--- config.mk ---
export PLATFORM = sky130hd
export DESIGN_NAME = serial_adder
export DESIGN_NICKNAME = d
export VERILOG_FILES = /design/src/rtl/serial_adder_pkg.sv /design/src/rtl/full_adder_bit.sv /design/src/rtl/serial_adder.sv
export SDC_FILE = /design/constraint.sdc
export NUM_CORES = 1
export LEC_CHECK = 0
export ABC_AREA = 1
export BUFFER_PORTS_ARGS = -buffer_cell sky130_fd_sc_hd__buf_2
export CORE_MARGIN = 1
export CORE_UTILIZATION = 57
export DETAILED_ROUTE_END_ITERATION = 8
export PLACE_DENSITY = 0.82
export SLEW_MARGIN = 15
export SYNTH_ARGS = -nofsm -noshare
export SYNTH_HDL_FRONTEND = slang
export SYNTH_HIERARCHICAL = 1
export SYNTH_SLANG_ARGS = --single-unit
export TNS_END_PERCENT = 50
--- constraint.sdc ---
create_clock -name clk -period 2 [get_ports clk]
set_input_delay 0.3 -clock clk [delete_from_list [all_inputs] [get_ports clk]]
set_output_delay 0.3 -clock clk [all_outputs]
set_load 0.05 [all_outputs]
--- src/rtl/serial_adder_pkg.sv ---
// ============================================================================
// Module   : serial_adder_pkg
// Purpose  : Shared state encoding and default width for the bit-serial adder.
// Revision : 1.0
// ============================================================================
`default_nettype none

package serial_adder_pkg;

  localparam int DEFAULT_WIDTH = 8;

  typedef enum logic [1:0] {
    IDLE  = 2'd0,
    SHIFT = 2'd1,
    DONE  = 2'd2
  } state_t;

endpackage

`default_nettype wire

--- src/rtl/full_adder_bit.sv ---
// ============================================================================
// Module   : full_adder_bit
// Purpose  : Combinational 1-bit full adder built from two half-adder stages.
// Revision : 1.0
// ============================================================================
`default_nettype none

module full_adder_bit (
  input  logic i_a,
  input  logic i_b,
  input  logic i_cin,
  output logic o_s,
  output logic o_cout
);

  logic w_hs0;
  logic w_hc0;
  logic w_hc1;

  assign w_hs0  = i_a ^ i_b;
  assign w_hc0  = i_a & i_b;
  assign o_s    = w_hs0 ^ i_cin;
  assign w_hc1  = w_hs0 & i_cin;
  assign o_cout = w_hc0 | w_hc1;

endmodule

`default_nettype wire

--- src/rtl/serial_adder.sv ---
// ============================================================================
// Module   : serial_adder
// Purpose  : Bit-serial WIDTH-bit unsigned adder, LSB-first, one bit per clock.
//            Define SERIAL_ADDER_OVF_EN to add the signed-overflow output ovf.
// Revision : 1.0
// ============================================================================
`default_nettype none

module serial_adder
  import serial_adder_pkg::*;
#(
  parameter int WIDTH = DEFAULT_WIDTH
) (
  input  logic             clk,
  input  logic             rst,
  input  logic             start,
  input  logic [WIDTH-1:0] a,
  input  logic [WIDTH-1:0] b,
  output logic             busy,
  output logic             done,
  output logic [WIDTH-1:0] sum,
  output logic             cout
`ifdef SERIAL_ADDER_OVF_EN
  ,
  output logic             ovf
`endif
);

  localparam int            CW     = $clog2(WIDTH);
  localparam logic [CW-1:0] C_LAST = CW'(WIDTH - 1);

  state_t           r_state;
  state_t           w_state_nxt;
  logic [WIDTH-1:0] r_a_sh;
  logic [WIDTH-1:0] r_b_sh;
  logic [WIDTH-1:0] r_sum;
  logic [CW-1:0]    r_cnt;
  logic             r_carry;
  logic             r_cout;
  logic             w_s;
  logic             w_c;
  logic             w_last;

  full_adder_bit u_fa (
    .i_a    (r_a_sh[0]),
    .i_b    (r_b_sh[0]),
    .i_cin  (r_carry),
    .o_s    (w_s),
    .o_cout (w_c)
  );

  assign w_last = (r_cnt == C_LAST);

  always_ff @(posedge clk) begin
    if (rst) begin
      r_state <= IDLE;
    end else begin
      r_state <= w_state_nxt;
    end
  end

  always_comb begin
    w_state_nxt = r_state;
    busy        = 1'b1;
    done        = 1'b0;
    case (r_state)
      IDLE: begin
        busy = 1'b0;
        if (start) begin
          w_state_nxt = SHIFT;
        end
      end
      SHIFT: begin
        if (w_last) begin
          w_state_nxt = DONE;
        end
      end
      DONE: begin
        done        = 1'b1;
        w_state_nxt = IDLE;
      end
      default: begin
        busy        = 1'b0;
        w_state_nxt = IDLE;
      end
    endcase
  end

  // r_b_sh doubles as the accumulator: sum bits enter at the MSB as b drains out.
  always_ff @(posedge clk) begin
    if (rst) begin
      r_a_sh  <= '0;
      r_b_sh  <= '0;
      r_carry <= 1'b0;
      r_cnt   <= '0;
      r_sum   <= '0;
      r_cout  <= 1'b0;
    end else begin
      case (r_state)
        IDLE: begin
          if (start) begin
            r_a_sh  <= a;
            r_b_sh  <= b;
            r_carry <= 1'b0;
            r_cnt   <= '0;
          end
        end
        SHIFT: begin
          r_a_sh  <= {1'b0, r_a_sh[WIDTH-1:1]};
          r_b_sh  <= {w_s, r_b_sh[WIDTH-1:1]};
          r_carry <= w_c;
          if (w_last) begin
            r_sum  <= {w_s, r_b_sh[WIDTH-1:1]};
            r_cout <= w_c;
          end else begin
            r_cnt <= r_cnt + CW'(1);
          end
        end
        default: begin
        end
      endcase
    end
  end

  assign sum  = r_sum;
  assign cout = r_cout;

`ifdef SERIAL_ADDER_OVF_EN
  logic r_ovf;

  // On the last step r_carry is the carry into the MSB and w_c the carry out.
  always_ff @(posedge clk) begin
    if (rst) begin
      r_ovf <= 1'b0;
    end else if (r_state == SHIFT && w_last) begin
      r_ovf <= r_carry ^ w_c;
    end
  end

  assign ovf = r_ovf;
`endif

endmodule

`default_nettype wire

; Word level (Yosys, flattened, before mapping)
; Index checks and enable logic that the tools add are counted.
[classes]
reduce_logical = 7
eq_ne = 6
bitwise_logic = 5
addsub = 1
muxes = 14
[ops]
columns = operator, n
row1 = case mux 8 bit (2 select lines), 2
row2 = two-way mux 8 bit, 2
row3 = two-way mux 3 bit, 2
row4 = "!= test 2 bit, second input constant", 3
row5 = case mux 3 bit (2 select lines), 1
row6 = AND reduction 2 bit, 3
row7 = two-way mux 2 bit, 2
row8 = case mux 2 bit (2 select lines), 1
row9 = "adder 3 x 1 -> 3 bit, second input constant", 1
row10 = "== test 3 bit, second input constant", 1
row11 = two-way mux 1 bit, 3
row12 = AND reduction 3 bit, 1
row13 = bitwise AND 1 bit, 2
row14 = "== test 2 x 1 -> 1 bit, second input constant", 1
row15 = "== test 2 bit, second input constant", 1
row16 = zero test 2 bit, 1
row17 = case mux 1 bit (2 select lines), 1
row18 = nonzero test 2 bit, 1
row19 = OR reduction 2 bit, 1
row20 = bitwise XOR 1 bit, 2
row21 = bitwise OR 1 bit, 1
[totals]
ff_bits = 31
out_inout_bits = 11
word_cells = 40
inputBits = 19

; Logic depth before layout (Yosys ltp)
; Gate-level depths: netlist of run 1.
[logic_depth]
depth_word = 4
mapped_depth = 9
mapped_depth_nobuf = 8

; Cells and area by module
; Netlist of run 1, hierarchy kept.
[modules_own_cells]
columns = module, area_each_um2, seq_area_each_um2, instances, cells_per_inst
row1 = serial_adder, 1468.9, 620.6, 1, 215
row2 = full_adder_bit, 20.0, 0.0, 1, 1

; Least setup slack after synthesis of run 1
; OpenSTA, ideal clock, no wires.
[synth_path]
kind = flip-flop to flip-flop
start = register r_cnt[0]
end = register r_cnt[1]
required_time_ns = 1.890
synth_period_minus_slack_ns = 1.323
arrival_ns = 1.213
stages_incl_launch_ff = 8
setup_ns = 0.110
n_path_buf = 1
slack_ns = 0.677
path_cell_list = dfxtp_1 -> ha_1 -> ha_1 -> nand2_1 -> clkbuf_1 -> nand4_1 -> nand2_1 -> nor2_1
[synth_between]
elab_chain_cells = 3
word_cells_on_any_way = 6
cone_classes = 1 x add/sub / 2 x eq/ne / 2 x mux / 1 x reduce/logical
[synth_rtl]
columns = element, line_no
row1 = from (decl), serial_adder.sv:37  ; logic [CW-1:0] r_cnt;
row2 = from (signal assigned), serial_adder.sv:116  ; r_cnt <= r_cnt + CW'(1);
row3 = adder 3 x 1 -> 3 bit or == test 3 bit (tied branches), "serial_adder.sv:116, serial_adder.sv:52"
row4 = two-way mux 3 bit or != test 2 bit (tied branches), --
row5 = case mux 3 bit (2 select lines) or AND reduction 3 bit (tied branches), --
; Parallel ways exist; a longest one is shown, timed or not. The select of a mux whose other input is x is not followed.
; A chain may end at the register's enable or synchronous reset.

; Worst setup path in the final report of run 1
[layout_path]
start = register r_cnt[0]
end = register r_sum[2] (netlist: sum[2])
[layout_between]
elab_chain_cells = 2
[layout_rtl]
columns = element, line_no
row1 = == test 3 bit, serial_adder.sv:52  ; assign w_last = (r_cnt == C_LAST);
row2 = AND reduction 2 bit (no line), --
row3 = to (signal assigned), serial_adder.sv:113  ; r_sum <= {w_s, r_b_sh[WIDTH-1:1]};
row4 = to (decl), serial_adder.sv:36  ; logic [WIDTH-1:0] r_sum;
; No other way between the ends.

==> flow_summary.yaml, run 1 <==
global_routing:
  wire_length_of_the_first_global_routing_pass_um: 5030
  overflow: 0
  global_route.usage.total_pct: 25.5
  grt_max_degree: 23
  grt_antenna_before_repair: 0
  first_global_vias: 1225
synthesis:
  area_share_of_the_largest_cell_type_after_synthesis_pct: 41.7
  synth_common_cells: "61 x sky130_fd_sc_hd__nand2_1, 55 x sky130_fd_sc_hd__nor2_1, 31 x sky130_fd_sc_hd__dfxtp_1"
  synthDominantAreaCellType: "sky130_fd_sc_hd__dfxtp_1"
  yosysMostFrequentCell: "sky130_fd_sc_hd__nand2_1"
  ys.flop_type: "sky130_fd_sc_hd__dfxtp_1"
  ys_top_cells_by_area: "sky130_fd_sc_hd__dfxtp_1 42%, sky130_fd_sc_hd__nand2_1 15%, sky130_fd_sc_hd__nor2_1 14%, sky130_fd_sc_hd__o21ai_0 7.7%, sky130_fd_sc_hd__ha_1 5.9%"
  synth-seq-cells: 31
  edff_count_synth: 0
  synth_cells: 216
  post_synth_cell_types: 22
  synth_seq_area_share_pct: 41.7
  syn_area_sq_mm: 0.00149
  synth.yosys.warnings: 6
  synth_fp_nets: 243
  share_of_synthesized_flip_flops_with_an_asynchronous_set_or_reset_pct: 0
  synth.avg_cell_area_sq_um: 6.89
routing:
  total_wire_length_after_detailed_routing_um: 3060
  ant_nets: 0
  vias_post_dr: 1362
  detailedRoute.firstIterationViolations: 13
  drcViolationCount: 0
  route.detailed.wl_per_inst_um: 11.0
  drt_pre_antenna_iters: 4
  vias_per_cell: 4.90
timing:
  layout_worst_path_cycle_share_pct: 85.3
  timing_worst_slew_pin_value_ns: 0.373
  maxSlewViolCount: 0
  hold_viol: 0
  max-slew-margin-rel_pct: 75.1
  timing.fmax_mhz: 586
  finalClockSkew_ns: 0.00656
  grt_setup_unrepaired: "false"
  setup_tns_ns: 0
  hold_slack_ns: 0.170
  min_period_ns: 1.71
  setup-violations-final: 0
critical_path:
  worst-r2r-cell-count: 6
  crit_buf_inv: 1
  timing.critical_path.fanout_max: 13
  critical_path_source_type: "flip-flop"
  worst_r2r_startpoint: "r_cnt[0]"
  regToRegEndpoint: "sum[2]"
  worstPathCellList: "ha_1, ha_1, nand2_1, clkinv_1, nor2_1, nor2_1"
  timing.critical_path.arrival_ns: 1.94
  flop2flop_setup_slack_ns: 0.29
  worst_path_max_delay_cell: "sky130_fd_sc_hd__dfxtp_1"
  cp_top_family: "simple AND/OR/NAND/NOR gates"
  required_ns: 2.24
  critPathKind: "reg -> reg"
  critical_path_sink_type: "flip-flop"
  critPathMaxStageDelay_ns: 0.34
clock_network:
  clock_sinks: 31
  worst_skew_pair_later_pin_latency_ns: 0.33
  post-cts-setup-buffers: 0
  worst_setup_hold_path_clk_slew_ns: 0.10
  cts_inserted_buffers: 5
  cts_resized: 0
  clock_h_tree_levels: 2
  cts_tree: "built"
  cts-hold-fix-buffers: 0
  clock_path_buffers: 2
  ctsRootBufferMaster: "sky130_fd_sc_hd__clkbuf_4"
floorplan:
  std_cell_rows: 18
  dieWidth_um: 53.1
  top_level_ports: 30
  die_area_sq_mm: 0.00282
  die_h_um: 53.1
  initial_util_pct: 60.1
  core-area_sq_mm: 0.00248
min_path:
  min-delay-path-class: "in -> reg"
  launch_instance_of_the_worst_min_delay_path: "rst"
  worstHoldPathCells: 2
  end_point_of_the_worst_hold_path: "r_a_sh[7]"
placed_design:
  gp_routability_congestion: 0.817
  detailed_placement_wirelength_estimate_um: 2140
  placed_cells: 270
  placed_cell_area_sq_mm: 0.00163
  io_buffers: 29
flow_run:
  max_cap_violations: 0
cells_and_area:
  finish.cell_count_without_fillers: 278
  fillers: 246
  fraction_of_layout_cells_with_a_size_suffix_above_1_pct: 18.1
  post-route-cell-area_sq_mm: 0.00172
  nets_final: 274
  num_antenna_cells: 0
  area_growth_from_synthesis_to_layout_pct: 15.5
outcome:
  result_of_the_run: "completed"
pwr:
  power.leakage_nw: 0.895
  pwr_density_cell_mw_per_mm2: 944
  worst_ir_drop_vdd_v: 0.000888
  p_total_mw: 1.62
[layout make-up]
type	instances	area, sq um	area share [%]
tap	30	37.5	2.18
sequential	31	621	36.1
clock buffer	6	51.3	2.98
inverter	15	61.3	3.57
timing repair buffer	32	168	9.75
multi-input combinational	162	746	43.4
clock inverter	2	35.0	2.04
[cell families (layout without fill, tap and decap cells)]
family,after synthesis,count (layout),synth area share [%]
and+or+nand+nor,125,125,33.1
DFF,31,31,41.7
AOI/OAI and AO/OA,29,29,9.75
buffers and inverters,23,55,8.23
adders and majority gates,8,8,7.23
[worst max-delay path by stage]
stage,startpoint,endpoint,slack [ns],depth (start not counted)
2_1_floorplan,r_cnt[0],r_cnt[1],0.68,7
3_3_place_gp,r_cnt[0],sum[4],0.43,6
3_5_place_dp,r_cnt[0],sum[3],0.32,6
4_1_cts,r_cnt[0],sum[3],0.32,6
5_1_grt,r_cnt[0],sum[4],0.11,6
6_report,r_cnt[0],sum[2],0.29,6
[power by group]
| part | switching, mW | total (mW) | internal (mW) |
|---|---|---|---|
| clock | 0.224 | 0.519 | 0.295 |
| combinational | 0.245 | 0.377 | 0.132 |
| sequential | 0.0421 | 0.727 | 0.685 |
[stage by stage]
stage / setup slack (ns) / utilization (%)
after floorplan: 0.677 / -
after global placement: 0.426 / 65.9
after detailed placement: 0.322 / 65.9
after CTS: 0.318 / 69.4
after global routing: 0.115 / 69.4
final: 0.294 / 69.4
[flip-flops by register name, summed over array words and instances, names as in the netlist]
register / flops
r_b_sh: 8
r_state: 2
r_a_sh: 8
sum: 8
r_cnt: 3
cout: 1
r_carry: 1
[routing by layer]
metal | vias up | wire length [um] | global-route usage [%]
met5 | - | 0 | 0
met1 | 592 | 1380 | 27.2
met4 | 0 | 63 | 14.0
met2 | 30 | 1450 | 45.4
met3 | 8 | 170 | 6.32
li1 | 732 | - | -
[layout by cell type, fill, tap and decap left out]
cell type	n
sky130_fd_sc_hd__nand2_1	61
sky130_fd_sc_hd__clkbuf_4	5
sky130_fd_sc_hd__nor3_1	1
sky130_fd_sc_hd__nand2_2	1
sky130_fd_sc_hd__clkinv_1	1
sky130_fd_sc_hd__nand4_1	3
sky130_fd_sc_hd__nor2_1	55
sky130_fd_sc_hd__dfxtp_1	31
sky130_fd_sc_hd__or2_1	1
sky130_fd_sc_hd__inv_4	2
sky130_fd_sc_hd__o21ai_0	23
sky130_fd_sc_hd__buf_2	29
sky130_fd_sc_hd__inv_2	1
sky130_fd_sc_hd__clkbuf_8	1
sky130_fd_sc_hd__fa_1	1
sky130_fd_sc_hd__buf_4	3
sky130_fd_sc_hd__bufinv_16	1
sky130_fd_sc_hd__o21ai_1	2
sky130_fd_sc_hd__clkinv_2	1
sky130_fd_sc_hd__nand3_1	2
sky130_fd_sc_hd__ha_1	7
sky130_fd_sc_hd__nand2_4	1
sky130_fd_sc_hd__a21oi_1	4
sky130_fd_sc_hd__inv_1	11
Note: power is estimated with default switching activity, not from simulation.
==> run 2, diff against run 1 <==
- ABC_CLOCK_PERIOD_IN_PS: not set -> 2000
- PLACE_DENSITY: 0.82 -> 0.79
==> flow_summary.yaml, run 2 (synthesized netlist as in run 1, its figures left out) <==
global_routing:
  first_global_vias: 1171
  wire_length_of_the_first_global_routing_pass_um: 4890
  global_route.usage.total_pct: 24.6
  grt_antenna_before_repair: 0
  grt_max_degree: 29
  overflow: 0
critical_path:
  crit_buf_inv: 2
  worst_path_max_delay_cell: "sky130_fd_sc_hd__dfxtp_1"
  worst-r2r-cell-count: 6
  critical_path_source_type: "flip-flop"
  worst_r2r_startpoint: "r_cnt[0]"
  timing.critical_path.fanout_max: 4
  critPathMaxStageDelay_ns: 0.39
  flop2flop_setup_slack_ns: 0.55
  cp_top_family: "flip-flops"
  regToRegEndpoint: "cout"
  required_ns: 1.70
  critPathKind: "reg -> out"
  critical_path_sink_type: "output pin"
  worstPathCellList: "inv_1, ha_1, buf_2"
  timing.critical_path.arrival_ns: 1.34
floorplan:
  dieWidth_um: 53.1
  die_area_sq_mm: 0.00282
  initial_util_pct: 60.1
  top_level_ports: 30
  core-area_sq_mm: 0.00248
  die_h_um: 53.1
  std_cell_rows: 18
clock_network:
  ctsRootBufferMaster: "sky130_fd_sc_hd__clkbuf_4"
  clock_h_tree_levels: 2
  clock_sinks: 31
  post-cts-setup-buffers: 0
  worst_skew_pair_later_pin_latency_ns: 0.33
  cts-hold-fix-buffers: 0
  worst_setup_hold_path_clk_slew_ns: 0.09
  clock_path_buffers: 2
  cts_resized: 0
  cts_inserted_buffers: 5
  cts_tree: "built"
routing:
  total_wire_length_after_detailed_routing_um: 2910
  vias_per_cell: 4.74
  drt_pre_antenna_iters: 4
  route.detailed.wl_per_inst_um: 10.4
  ant_nets: 0
  detailedRoute.firstIterationViolations: 18
  vias_post_dr: 1323
  drcViolationCount: 0
cells_and_area:
  multi_input_gate_area_sq_um: 746
  fraction_of_layout_cells_with_a_size_suffix_above_1_pct: 17.7
  post-route-cell-area_sq_mm: 0.00169
  layout.cells.most_common_list: "61 x sky130_fd_sc_hd__nand2_1, 55 x sky130_fd_sc_hd__nor2_1, 31 x sky130_fd_sc_hd__dfxtp_1"
  fillers: 244
  num_antenna_cells: 0
  nets_final: 275
  layout.cells.most_common: "sky130_fd_sc_hd__nand2_1"
  area_growth_from_synthesis_to_layout_pct: 13.5
  register_area_sq_um: 621
timing:
  setup-violations-final: 0
  hold_viol: 0
  timing_worst_slew_pin_value_ns: 0.268
  grt_setup_unrepaired: "false"
  timing.fmax_mhz: 611
  hold_slack_ns: 0.165
  max-slew-margin-rel_pct: 82.1
  layout_worst_path_cycle_share_pct: 81.8
  finalClockSkew_ns: 0.00622
  setup_tns_ns: 0
  maxSlewViolCount: 0
  min_period_ns: 1.64
min_path:
  end_point_of_the_worst_hold_path: "r_a_sh[7]"
  min-delay-path-class: "in -> reg"
  worstHoldPathCells: 2
  launch_instance_of_the_worst_min_delay_path: "rst"
pwr:
  worst_ir_drop_vdd_v: 0.000688
  pwr_density_cell_mw_per_mm2: 854
  power.leakage_nw: 0.880
placed_design:
  io_buffers: 29
  placed_cell_area_sq_mm: 0.00164
  detailed_placement_wirelength_estimate_um: 1990
  gp_routability_congestion: 0.749
flow_run:
  max_cap_violations: 0
outcome:
  result_of_the_run: "completed"
run 2: cell types whose count changed in the layout (fill, tap and decap cells not counted), sizes merged:
cell    before  now
buf         32   33
bufinv       1    0
clkbuf       6    7
run 2: worst max-delay path by stage:
stage | slack (ns) | cells past startpoint | end | start
2_1_floorplan | 0.68 | 7 | r_cnt[1] | r_cnt[0]
3_3_place_gp | 0.56 | 6 | sum[7] | r_cnt[0]
3_5_place_dp | 0.54 | 6 | cout | r_cnt[0]
4_1_cts | 0.36 | 3 | busy | r_state[0]
5_1_grt | 0.29 | 3 | busy | r_state[0]
6_report | 0.36 | 3 | busy | r_state[0]
run 2: power breakdown:
group | internal [mW] | total [mW] | switching (mW)
logic | 0.131 | 0.367 | 0.236
registers | 0.685 | 0.729 | 0.0441
clock network | 0.137 | 0.348 | 0.211
total | 0.953 | 1.44 | 0.492
run 2: through the flow:
stage / power (mW) / std cells / utilization, % / setup slack (ns)
final: 1.44 / 279 / 68.2 / 0.364
after global routing: 1.55 / 279 / 68.2 / 0.289
after CTS: 1.45 / 279 / 68.2 / 0.355
after detailed placement: 1.11 / 271 / 66.2 / 0.543
after global placement: 1.11 / 271 / 66.2 / 0.564
after floorplan: 1.04 / 216 / - / 0.677
run 2: metal layers:
metal,global-route usage [%],wire length [um]
met3,8.62,128
met4,7.89,44
met1,28.5,1410
met5,0,0
met2,41.8,1330
run 2: layout make-up:
type,count,area share [%]
sequential,31,36.7
timing repair buffer,33,10.4
multi-input combinational,162,44.1
clock inverter,1,0.296
clock buffer,7,2.66
tap,30,2.22
inverter,15,3.63
